<file path="src/rtl/memory_interface.sv">
// Memory-side bus interface: owns MAR/MDR and sequences RAM read/write strobes.
// Optional address bounds checking is enabled with `define MEM_BOUNDS_CHECK_EN.
module memory_interface #(
  parameter int ADDR_WIDTH = 9,
  parameter int DATA_WIDTH = 32
) (
  input  logic                  clk,
  input  logic                  clr_n,
  input  logic [DATA_WIDTH-1:0] bus_in,
  input  logic                  mar_in,
  input  logic                  mdr_in,
  input  logic                  mem_read,
  input  logic                  mem_write,
  output logic [ADDR_WIDTH-1:0] mar_q,
  output logic [DATA_WIDTH-1:0] mdr_q,
  output logic                  busy,
  output logic                  done,
  output logic                  addr_err,
  output logic [ADDR_WIDTH-1:0] ram_address,
  output logic                  ram_read,
  output logic                  ram_write,
  output logic [DATA_WIDTH-1:0] ram_wdata,
  input  logic [DATA_WIDTH-1:0] ram_rdata
);

  typedef enum logic [2:0] {
    IDLE     = 3'd0,
    RD_ISSUE = 3'd1,
    RD_CAP   = 3'd2,
    WR_ISSUE = 3'd3,
    DONE     = 3'd4
  } state_t;

  state_t state;
  logic   upper_set;
  logic   err_next;

  assign ram_address = mar_q;
  assign ram_wdata   = mdr_q;
  assign upper_set   = |bus_in[DATA_WIDTH-1:ADDR_WIDTH];

`ifdef MEM_BOUNDS_CHECK_EN
  logic err_q;

  // A same-cycle MAR load decides whether the accompanying request is rejected.
  always_comb begin
    err_next = err_q;
    if (state == IDLE && mar_in) err_next = upper_set;
  end

  assign addr_err = err_q;
`else
  logic unused_upper;

  assign unused_upper = upper_set;
  assign err_next     = 1'b0;
  assign addr_err     = 1'b0;
`endif

  always_ff @(posedge clk) begin
    if (!clr_n) begin
      state     <= IDLE;
      mar_q     <= '0;
      mdr_q     <= '0;
      busy      <= 1'b0;
      done      <= 1'b0;
      ram_read  <= 1'b0;
      ram_write <= 1'b0;
`ifdef MEM_BOUNDS_CHECK_EN
      err_q     <= 1'b0;
`endif
    end else begin
      done      <= 1'b0;
      ram_read  <= 1'b0;
      ram_write <= 1'b0;
`ifdef MEM_BOUNDS_CHECK_EN
      err_q     <= err_next;
`endif
      case (state)
        IDLE: begin
          if (mar_in) mar_q <= bus_in[ADDR_WIDTH-1:0];
          if (mdr_in) mdr_q <= bus_in;
          if (mem_read || mem_write) begin
            busy <= 1'b1;
            if (err_next) begin
              state <= DONE;
              done  <= 1'b1;
            end else if (mem_read) begin
              // Read has priority; a simultaneous write is dropped.
              state    <= RD_ISSUE;
              ram_read <= 1'b1;
            end else begin
              state     <= WR_ISSUE;
              ram_write <= 1'b1;
            end
          end
        end
        RD_ISSUE: state <= RD_CAP;
        RD_CAP: begin
          // RAM data registered on the RD_ISSUE edge is valid now.
          mdr_q <= ram_rdata;
          state <= DONE;
          done  <= 1'b1;
        end
        WR_ISSUE: begin
          state <= DONE;
          done  <= 1'b1;
        end
        DONE: begin
          state <= IDLE;
          busy  <= 1'b0;
        end
        default: begin
          state <= IDLE;
          busy  <= 1'b0;
        end
      endcase
    end
  end

endmodule

</file>
<file path="config.mk">
export PLATFORM = sky130hd
export DESIGN_NAME = memory_interface
export DESIGN_NICKNAME = d
export VERILOG_FILES = /design/src/rtl/memory_interface.sv
export SDC_FILE = /design/constraint.sdc
export NUM_CORES = 1
export LEC_CHECK = 0
export ABC_AREA = 1
export CORE_MARGIN = 3
export CORE_UTILIZATION = 30
export DETAILED_ROUTE_END_ITERATION = 10
export DONT_BUFFER_PORTS = 1
export PLACE_DENSITY = 0.53
export SYNTH_ARGS = -nofsm -noshare
export SYNTH_HDL_FRONTEND = slang
export SYNTH_SLANG_ARGS = --single-unit
</file>
<file path="constraint.sdc">
create_clock -name clk -period 2.7 [get_ports clk]
set_input_delay 0.27 -clock clk [delete_from_list [all_inputs] [get_ports clk]]
set_output_delay 0.27 -clock clk [all_outputs]
set_load 0.05 [all_outputs]
</file>
# Yosys cells after proc, flatten, opt, wreduce, memory -nomap -nowiden
# Cells that the tools add are included.
dict set report classes {
  add_sub_neg 0
  n_mul 0
  div_mod_pow 0
  order_cmp 0
  eq_ne 5
  shift 0
  n_mux 10
  bitwise 1
  reduce_logical 9
}
# cell n
set ops {}
lappend ops {{$pmux W32 S2} 1}
lappend ops {{$mux W32} 1}
lappend ops {{$pmux W3 S3} 1}
lappend ops {{$eq A3 B2 Y1 const B} 2}
lappend ops {{$reduce_and A2 Y1} 3}
lappend ops {{$mux W1} 4}
lappend ops {{$ne A2 B2 Y1 const B} 2}
lappend ops {{$eq A3 B1 Y1 const B} 1}
lappend ops {{$logic_not A3 Y1} 1}
lappend ops {{$mux W3} 1}
lappend ops {{$reduce_and A3 Y1} 1}
lappend ops {{$reduce_or A3 Y1} 1}
lappend ops {{$mux W2} 1}
lappend ops {{$pmux W1 S2} 1}
lappend ops {{$reduce_bool A2 Y1} 1}
lappend ops {{$reduce_or A2 Y1} 1}
lappend ops {{$logic_or A1 B1 Y1} 1}
lappend ops {{$not A1 Y1} 1}
dict set report totals {
  ff_bits 48
  latch_bits 0
  ramBits 0
  romBits 0
  out_inout_bits 87
  elab_cells 32
  mem_count 0
}

# Logic depth before layout (Yosys ltp)
dict set report logic_depth {
  ltp_word 4
  mapped_depth 8
}

# Least setup slack after synthesis
# Ideal clock, no wire load.
dict set report synth_timing {
  path_type {reg-to-output}
  startpoint {register mar_q[0]}
  endpoint {output port ram_address[0]}
  arrival_ps 913
  path_slack_ps 1517
  stages_incl_launch_ff 2
  cell_sequence {dfxtp_1 > buf_4}
}
# element line_no
set synth_rtl {}
lappend synth_rtl {{from (decl)} 14} ;# output logic [ADDR_WIDTH-1:0] mar_q,
lappend synth_rtl {{from (signal assigned)} 81} ;# if (mar_in) mar_q <= bus_in[ADDR_WIDTH-1:0];
lappend synth_rtl {{to (decl)} 19} ;# output logic [ADDR_WIDTH-1:0] ram_address,
# No word-level cell between the ends.

# Final worst setup path
dict set report layout_timing {
  startpoint {register state[1]}
  endpoint {register mdr_q[15]}
}
dict set report layout_via {
  elab_chain_cells 3
}
# element line_no
set layout_lines {}
lappend layout_lines {{from (decl)} 34} ;# state_t state;
lappend layout_lines {{from (signal assigned)} 62} ;# state <= IDLE;
lappend layout_lines {{from (signal assigned)} 86} ;# state <= DONE;
lappend layout_lines {{from (signal assigned)} 90} ;# state <= RD_ISSUE;
lappend layout_lines {{$eq A3 B2 Y1 or $logic_not A3 Y1 (tied branches)} 79} ;# case (state)
lappend layout_lines {{$reduce_bool A2 Y1 (no source line) or $ne A2 B2 Y1 (tied branches)} n/a}
lappend layout_lines {{$reduce_and A2 Y1 (no source line)} n/a}
lappend layout_lines {{to (signal assigned)} 82} ;# if (mdr_in) mdr_q <= bus_in;
lappend layout_lines {{to (signal assigned)} 101} ;# mdr_q <= ram_rdata;
lappend layout_lines {{to (decl)} 15} ;# output logic [DATA_WIDTH-1:0] mdr_q,
# Parallel ways exist; a longest one is shown, timed or not.
# A chain may end at the register's enable or synchronous reset.

==> run metrics <==
status finished, final reports clean; Syn Nets 425; Longest Clk Path Bufs 2; CTS Buf Count 5; Fin. Hold Viols 0; I/O pin cnt about 160; Worst-Margin Slew 0.994 ns; crit-path cells nor2_1 > nand3_1 > nand2_1 > o21ai_0 > nor2_1; Synth Area in Simple Gates around 24%; final instance area 2430 um2; initial antenna violation count 0; area leader, netlist dfxtp_1; Buffers on Ports 0; PD cells 919 nW/um2; GPL Wtd Cong 0.855; remaining routing DRC violations 0; Max H-tree Level 2; Die ar. approximately 9300 um2; Clock Skew around 0.0022 ns; post_cts resized 0; largest family of logic cells by synthesized area simple AND/OR/NAND/NOR gates; vias in the first global route approximately 1,700; CTS tree yes; WP buf/inv 0; compound-gate portion of the synthesized area between 10 and 15%; Die Wd 96.5 um; #FFs+latches synth 48; first-pass iteration count of the detailed router 4; top-area cell type share of the netlist area 39.1%; post-DP HPWL roughly 4200 um; # fillers slightly below 900; largest net degree at the start of global routing 58; Worst-path clk slew 0.08 ns; dpl cell area around 2300 um2; postcts setup bufs 0; crit path DAT 2.16 ns; CP required 2.88 ns; CP Max Fanout 32; post-synthesis mux area share 0%; die height 96.5 um; Adder-Cell Fraction of Synth Area 0%; Sum Neg Setup Slack 0 ns; Max stage delay on crit path 0.65 ns; synthesis-to-finish area growth -0.917%; fin crit period 1.97 ns; Nets roughly 390; routed wire length just under 6000 um; Overflow after GRT 0; endpoints failing setup 0; CP delay by family, top simple AND/OR/NAND/NOR gates; clk sink count between 40 and 50; layout cell share with drive strength beyond 1 11.1%; Rows 32; unrepaired setup endpoints after global routing false; Detail Route Antenna Nets 0; Mapped Cells 355; Synth warnings 0; fmax 506 MHz; hold_buf cts 0; hold path depth 1; first-pass GRT wire length 8480 um; GRT Util Overall 11.8%; Critical Setup Path Class reg -> reg; Area contributors post-synth dfxtp_1 39%, buf_4 14%, nand2_1 9.9%; Worst path depth 5; DR vias about 2,000; DR WL/cell 13.7 um; HP Start mem_read; leakage approximately 1.1 nW; post-synthesis sequential area ratio about two fifths; crit path launch state[1]; max-cap viol count 0; Synth Cell Area 2460 um2; Reg2Reg Depth 5; max-slew violation count 0; Max-slew headroom 33.7%; Inserted Diodes 0; most frequent cell on the critical path nor2_1; crit share post-route around three quarters; VDD IR max 0.411 mV; Fin Hold WS 0.0400 ns; Reg2Reg Launch Point state[1]; library cells used by synthesis 23; Post-Synth XOR/XNOR Area 0%; crit path max-delay cell type dfxtp_1; Initial Utilization 31.3%; via/cell ratio 4.71; Setup crit start kind flip-flop; initial DRC count 89; crit end category flip-flop; clock root buffer clkbuf_8; Hold Crit Class in -> reg; core area ~8000 um2; Mean Syn Cell Area 6.92 um2; Clk Latency, worst-skew pair 0.29 ns
[area by class of cell]
type                       instances  area [um2]  area share, %
sequential                        48         961           39.5
multi-input combinational        214         957           39.3
timing repair buffer              23         173           7.10
tap                              102         128           5.24
inverter                          31         119           4.88
clock buffer                       7        96.3           3.96
[flip-flops by register name (all words and copies together) (netlist names)]
name,count
state,3
mar_q,9
busy,1
done,1
ram_write,1
mdr_q,32
ram_read,1
[worst register-to-register path: cells and delay by family, from the launching register on]
kind	cells	cell delay (ns)
flops	1	0.65
simple gates	4	0.79
compound gates	1	0.43
[synthesized netlist by cell type]
cell type	instances
nand2_1	65
nor2_1	55
dfxtp_1	48
buf_4	45
o21ai_0	42
inv_1	28
a21oi_1	16
nand3_1	12
o21ai_1	10
buf_2	8
clkbuf_1	8
nand4_1	7
a211oi_1	1
buf_6	1
clkinv_1	1
conb_1	1
inv_2	1
inv_4	1
nand3_4	1
nor3_1	1
nor3_2	1
o211ai_2	1
or2_2	1
[logic make-up after synthesis]
group | Yosys count
buffers and inverters | 93
other | 1
AND/OR/NAND/NOR | 143
flip-flops | 48
AO/OA/AOI/OAI | 70
[stage by stage]
stage / power [mW] / util (%) / setup slack, ns / std cells
6_report: 2.24 / 31.0 / 0.725 / 425
5_1_grt: 2.37 / 31.0 / 0.437 / 425
3_3_place_gp: 1.80 / 29.8 / 0.803 / 418
2_1_floorplan: 1.80 / - / 1.52 / 355
4_1_cts: 2.28 / 31.0 / 0.684 / 425
3_5_place_dp: 1.81 / 29.8 / 0.706 / 418
[routing by layer]
metal  vias up  part of all wire [%]  GRT usage, %
li1       1013                     -             -
met1       899                    41          14.2
met2        80                    48          19.0
met3         9                   8.9          5.03
met4         0                   1.7          4.21
met5         -                     0             0
[power breakdown]
group | total, mW | internal [mW] | switching, mW
combinational | 0.636 | 0.147 | 0.489
clock | 0.451 | 0.228 | 0.223
sequential | 1.15 | 0.795 | 0.356
total | 2.24 | 1.17 | 1.07
[final timing paths]
check                                  to  slack, ns
worst min-delay path            ram_write       0.04
worst min register to register   mdr_q[5]       0.47
worst max register to register  mdr_q[15]       0.73
worst max-delay path            mdr_q[15]       0.73
[cells in the final DEF, fill, tap and decap left out, types with 7 or more instances in the layout]
cell type / count
o21ai_0: 42
buf_4: 23
nand3_1: 12
clkbuf_8: 7
nand2_1: 65
nand4_1: 7
o21ai_1: 10
a21oi_1: 16
inv_1: 28
nor2_1: 55
dfxtp_1: 48
Note: power is estimated with default switching activity, not from simulation.
==> patch 1 (same settings) <==
The option `MEM_BOUNDS_CHECK_EN` is turned on by a define.
--- a/src/rtl/memory_interface.sv
+++ b/src/rtl/memory_interface.sv
@@ -1,5 +1,7 @@
 // Memory-side bus interface: owns MAR/MDR and sequences RAM read/write strobes.
 // Optional address bounds checking is enabled with `define MEM_BOUNDS_CHECK_EN.
+`define MEM_BOUNDS_CHECK_EN
+
 module memory_interface #(
   parameter int ADDR_WIDTH = 9,
   parameter int DATA_WIDTH = 32
Check against the original RTL: not equivalent (a bounded check fails within 4 cycles, from zero or initial values).
==> patch 1 against the original RTL <==
Sequential share of layout area decreased by 4.8 points. Die area increased by 9.7%. Setup slack better by 0.18 ns. Utilization is 1.3 points higher. Wire length increased by 14%. Sequential cell count up 1. Area after synthesis is 10% higher. First-iteration DRC count is 26% lower. Design area rose by 16%. Largest cell class is now multi-input combinational cells. Highest routed layer unchanged.
Power is not compared: it rests on default switching activity, and its combinational part moved more than twofold at a synthesized area within 25%.
==> patch 1: results (changes against the original RTL) <==
[finish]
nFillCells=964  ; +8.7%
drive_gt1_share_pct=19.2  ; +8.1 points
nets=438  ; +11%

[worst_setup_path]
cp.arrival_ns=2.04  ; -0.12 ns
reg2reg_slack_ns=0.90  ; +0.18 ns
cp-endpoint=ram_read
reg2reg_depth=9  ; +4
reg2reg_from=state[0]

[detailed_routing]
vias_per_cell=4.61  ; -2.1%
wirelength_met1_um=2800  ; +16%
wl_met2_um=3240  ; +16%
dr.pass1.iters=4  ; unchanged
drt_iter0_markers=66  ; -26%

[placement]
place_hpwl_um=5040  ; +20%
dp_slack_ns=0.922  ; +0.216 ns
place.gp.congestion=0.835  ; -2.4%

[sta]
slew_headroom_pct=34.6  ; +0.95 points
fin_ws_ns=0.905  ; +0.179 ns
fin_skew_ns=0.00677  ; +0.00456 ns

[logic_synthesis]
ys_seq_area_share_pct=36.2  ; -2.9 points
synthDistinctLibCells=20  ; -13%
synth_area_leaders=dfxtp_1 36%, nand2_1 17%, buf_4 12%
synth_compound_area_share_pct=13.2  ; -1.5 points
syn_nets=455  ; +7.1%

[status]
status=finished, final reports clean

[global_routing]
grt_pass1_vias=2143  ; +23%
met1_usage_pct=15.4  ; +1.3 points
met3_usage_pct=3.32  ; -1.7 points
grt_max_degree=36  ; -38%

[cts]
path_clk_slew_ns=0.10  ; +0.02 ns

-- patch 1: cell families after synthesis --
kind of cell           count (synthesis)
AO/OA/AOI/OAI                         38
flip-flops                            49
AND/OR/NAND/NOR                      177
buffers and inverters                121
-- patch 1: worst min path at each step --
| stage | start | to | slack (ns) | depth (start not counted) |
|---|---|---|---|---|
| floorplan | mem_read | ram_write | 0.34 | 1 |
| global placement | mem_read | ram_write | 0.34 | 1 |
| detailed placement | mem_read | ram_write | 0.34 | 1 |
| CTS | mem_read | ram_write | 0.009 | 1 |
| global route | clr_n | mdr_q[6] | 0.04 | 2 |
| finish | clr_n | mdr_q[31] | 0.06 | 2 |
-- patch 1: critical path, stage by stage, from the launching register on --
cell	delay, ns
dfxtp_1	0.35
inv_2	0.07
nand2_4	0.08
nor2_8	0.30
nand2_1	0.33
nor2_1	0.17
nand2_1	0.09
nand2_2	0.09
nand4_1	0.13
nor2_1	0.12
-- patch 1: area by class of cell --
| cell class | count | area (um2) | area share, % |
|---|---|---|---|
| Multi-Input combinational cell | 215 | 1100 | 38.9 |
| Sequential cell | 49 | 981 | 34.6 |
| Timing Repair Buffer | 35 | 265 | 9.37 |
| Inverter | 62 | 233 | 8.22 |
| Tap cell | 108 | 135 | 4.77 |
| Clock buffer | 5 | 68.8 | 2.43 |
| Clock inverter | 3 | 46.3 | 1.63 |
-- patch 1: per-stage QoR --
step / std cells / area [um2] / hold WS, ns / utilization, %
floorplan: 385 / 2710 / 0.342 / -
global placement: 468 / 2710 / 0.344 / 30.9
detailed placement: 468 / 2710 / 0.345 / 30.9
CTS: 476 / 2820 / 0.00929 / 32.2
global route: 477 / 2830 / 0.0429 / 32.3
finish: 477 / 2830 / 0.0606 / 32.3
==> patch 2 (same settings) <==
Without the edit above. Add an input register stage for `clr_n`, `bus_in`, `mdr_in`, `mem_read`, `mem_write` and `ram_rdata`, without a reset; this delays them by one clock. The other inputs are not delayed to match.
--- a/src/rtl/memory_interface.sv
+++ b/src/rtl/memory_interface.sv
@@ -31,13 +31,29 @@
     DONE     = 3'd4
   } state_t;
 
+  logic clr_n_q;
+  logic [DATA_WIDTH-1:0] bus_q;
+  logic mdr_r;
+  logic mem_read_q;
+  logic mem_write_q;
+  logic [DATA_WIDTH-1:0] ram_rdata_q;
+
+  always_ff @(posedge clk) begin
+    clr_n_q     <= clr_n;
+    bus_q       <= bus_in;
+    mdr_r       <= mdr_in;
+    mem_read_q  <= mem_read;
+    mem_write_q <= mem_write;
+    ram_rdata_q <= ram_rdata;
+  end
+
   state_t state;
   logic   upper_set;
   logic   err_next;
 
   assign ram_address = mar_q;
   assign ram_wdata   = mdr_q;
-  assign upper_set   = |bus_in[DATA_WIDTH-1:ADDR_WIDTH];
+  assign upper_set   = |bus_q[DATA_WIDTH-1:ADDR_WIDTH];
 
 `ifdef MEM_BOUNDS_CHECK_EN
   logic err_q;
@@ -58,7 +74,7 @@
 `endif
 
   always_ff @(posedge clk) begin
-    if (!clr_n) begin
+    if (!clr_n_q) begin
       state     <= IDLE;
       mar_q     <= '0;
       mdr_q     <= '0;
@@ -78,14 +94,14 @@
 `endif
       case (state)
         IDLE: begin
-          if (mar_in) mar_q <= bus_in[ADDR_WIDTH-1:0];
-          if (mdr_in) mdr_q <= bus_in;
-          if (mem_read || mem_write) begin
+          if (mar_in) mar_q <= bus_q[ADDR_WIDTH-1:0];
+          if (mdr_r) mdr_q <= bus_q;
+          if (mem_read_q || mem_write_q) begin
             busy <= 1'b1;
             if (err_next) begin
               state <= DONE;
               done  <= 1'b1;
-            end else if (mem_read) begin
+            end else if (mem_read_q) begin
               // Read has priority; a simultaneous write is dropped.
               state    <= RD_ISSUE;
               ram_read <= 1'b1;
@@ -98,7 +114,7 @@
         RD_ISSUE: state <= RD_CAP;
         RD_CAP: begin
           // RAM data registered on the RD_ISSUE edge is valid now.
-          mdr_q <= ram_rdata;
+          mdr_q <= ram_rdata_q;
           state <= DONE;
           done  <= 1'b1;
         end
Check against the original RTL: not equivalent (a bounded check fails within 4 cycles, from zero or initial values).
==> patch 2 against the original RTL <==
Clock power grew to 5.0 times the old value. Count of clock-buffer cells in the layout is 15 higher. Total power is 140% higher. Design area is 130% higher. Die area is 69% higher. Global-route usage is 0.72 points higher. Wire length is 61% higher. Non-clock buffer count is 81 higher. Utilization is 10 points higher. Area after synthesis is 74% higher. Maximum frequency is 4.4% higher. Setup slack better by 0.083 ns. Sequential cell count is 68 higher. Synthesized cell count is 38% higher. Critical path type unchanged. Critical endpoint unchanged. Largest cell class unchanged.
==> patch 2: results (changes against the original RTL) <==
[finish]
largestRegisters=bus_q (32), mdr_q (32), ram_rdata_q (32)
nets=620  ; +58%
nFillCells=1310  ; +48%
fin_cells=739  ; +74%
drive_gt1_share_pct=23.1  ; +12 points
multi_input_area_um2=1210  ; +26%

[global_routing]
grt_pass1_vias=3081  ; +76%
met3_usage_pct=6.87  ; +1.8 points
track_usage_pct=12.6  ; +0.72 points
grt_pass1_wl_um=15000  ; +77%
grt_max_degree=49  ; -16%
grtUsageMet2_pct=21.3  ; +2.3 points
met1_usage_pct=12.8  ; -1.4 points

[detailed_routing]
wl_met2_um=4540  ; +62%
met3_length_um=823  ; +58%
drt_iter0_markers=97  ; +9.0%
drt_wl_total_um=9390  ; +61%
vias_per_cell=4.05  ; -14%
wirelength_met1_um=3820  ; +58%

[logic_synthesis]
syn_nets=560  ; +32%
synth_compound_area_share_pct=7.62  ; -7.0 points
syn_area_per_cell_um2=8.71  ; +26%
synth_area_leaders=dfxtp_1 54%, nand2_1 12%, buf_4 7.4%
yosys_warnings=0  ; unchanged
ys_seq_area_share_pct=54.4  ; +15 points
synthDistinctLibCells=22  ; -4.3%
synth_commonest_cells=141 x nand2_1, 116 x dfxtp_1, 71 x inv_1
synth_ff_type=dfxtp_1

[placement]
place_hpwl_um=5960  ; +42%
dp_slack_ns=0.790  ; +0.0839 ns
dpl_cell_area_um2=4310  ; +84%
place.gp.congestion=0.790  ; -7.6%

[pwr]
ir_worst_vdd_v=0.000509  ; +24%
leakagePower_nw=2.66  ; +130%

[sta]
slew_headroom_pct=30.8  ; -2.9 points
fin_skew_ns=0.0122  ; +0.0100 ns
whs_ns=0.0327  ; -0.00731 ns
fin_crit_sh_pct=70.0  ; -3.1 points

[hold_path]
holdPathEnd=mar_q[8]
min_path_cells=2  ; +1
worstHoldStart=mar_in

[worst_setup_path]
crit_slowest_cell=inv_2
cpPeakStageDelay_ns=0.45  ; -0.20 ns
cp.arrival_ns=2.19  ; +0.03 ns
reg2reg_slack_ns=0.81  ; +0.08 ns
crit_fanout=33  ; +3.1%
startpoint=state[2]

[cts]
cts_root_buf=clkbuf_16
htreeDepth=4  ; +2
cts_made_buffers=17  ; +12
insertion_delay_ns=0.41  ; +0.12 ns
path_clk_slew_ns=0.05  ; -0.03 ns

[status]
status=finished, final reports clean

-- patch 2: final cells by class --
class,count,area share (%)
multi-input combinational,238,21.6
clock inverter,10,2.31
clock buffer,22,8.31
tap,176,3.94
timing repair buffer,104,17.3
inverter,73,4.91
sequential,116,41.6
-- patch 2: what timing repair did --
item,in CTS,in global routing
resized for setup,0,0
endpoints found under the hold margin,68,0
hold buffers,68,0
setup buffers,0,0
-- patch 2: cell families after synthesis --
family | count (synthesis)
AND/OR/NAND/NOR | 195
other | 1
AO/OA/AOI/OAI | 42
flip-flops | 116
buffers and inverters | 136
-- patch 2: worst max-delay path, delay by kind of cell, from the launching register on --
| kind | cells | cell delay [ns] |
|---|---|---|
| simple gates | 2 | 0.63 |
| flops | 1 | 0.35 |
| buf+inv | 2 | 0.69 |
| compound gates | 1 | 0.07 |
-- patch 2: report_power, final --
group	leakage, nW	switching (mW)	internal [mW]
clock network	0.298	0.758	1.49
logic	1.39	0.820	0.290
registers	0.971	0.148	1.86
total	2.66	1.73	3.64
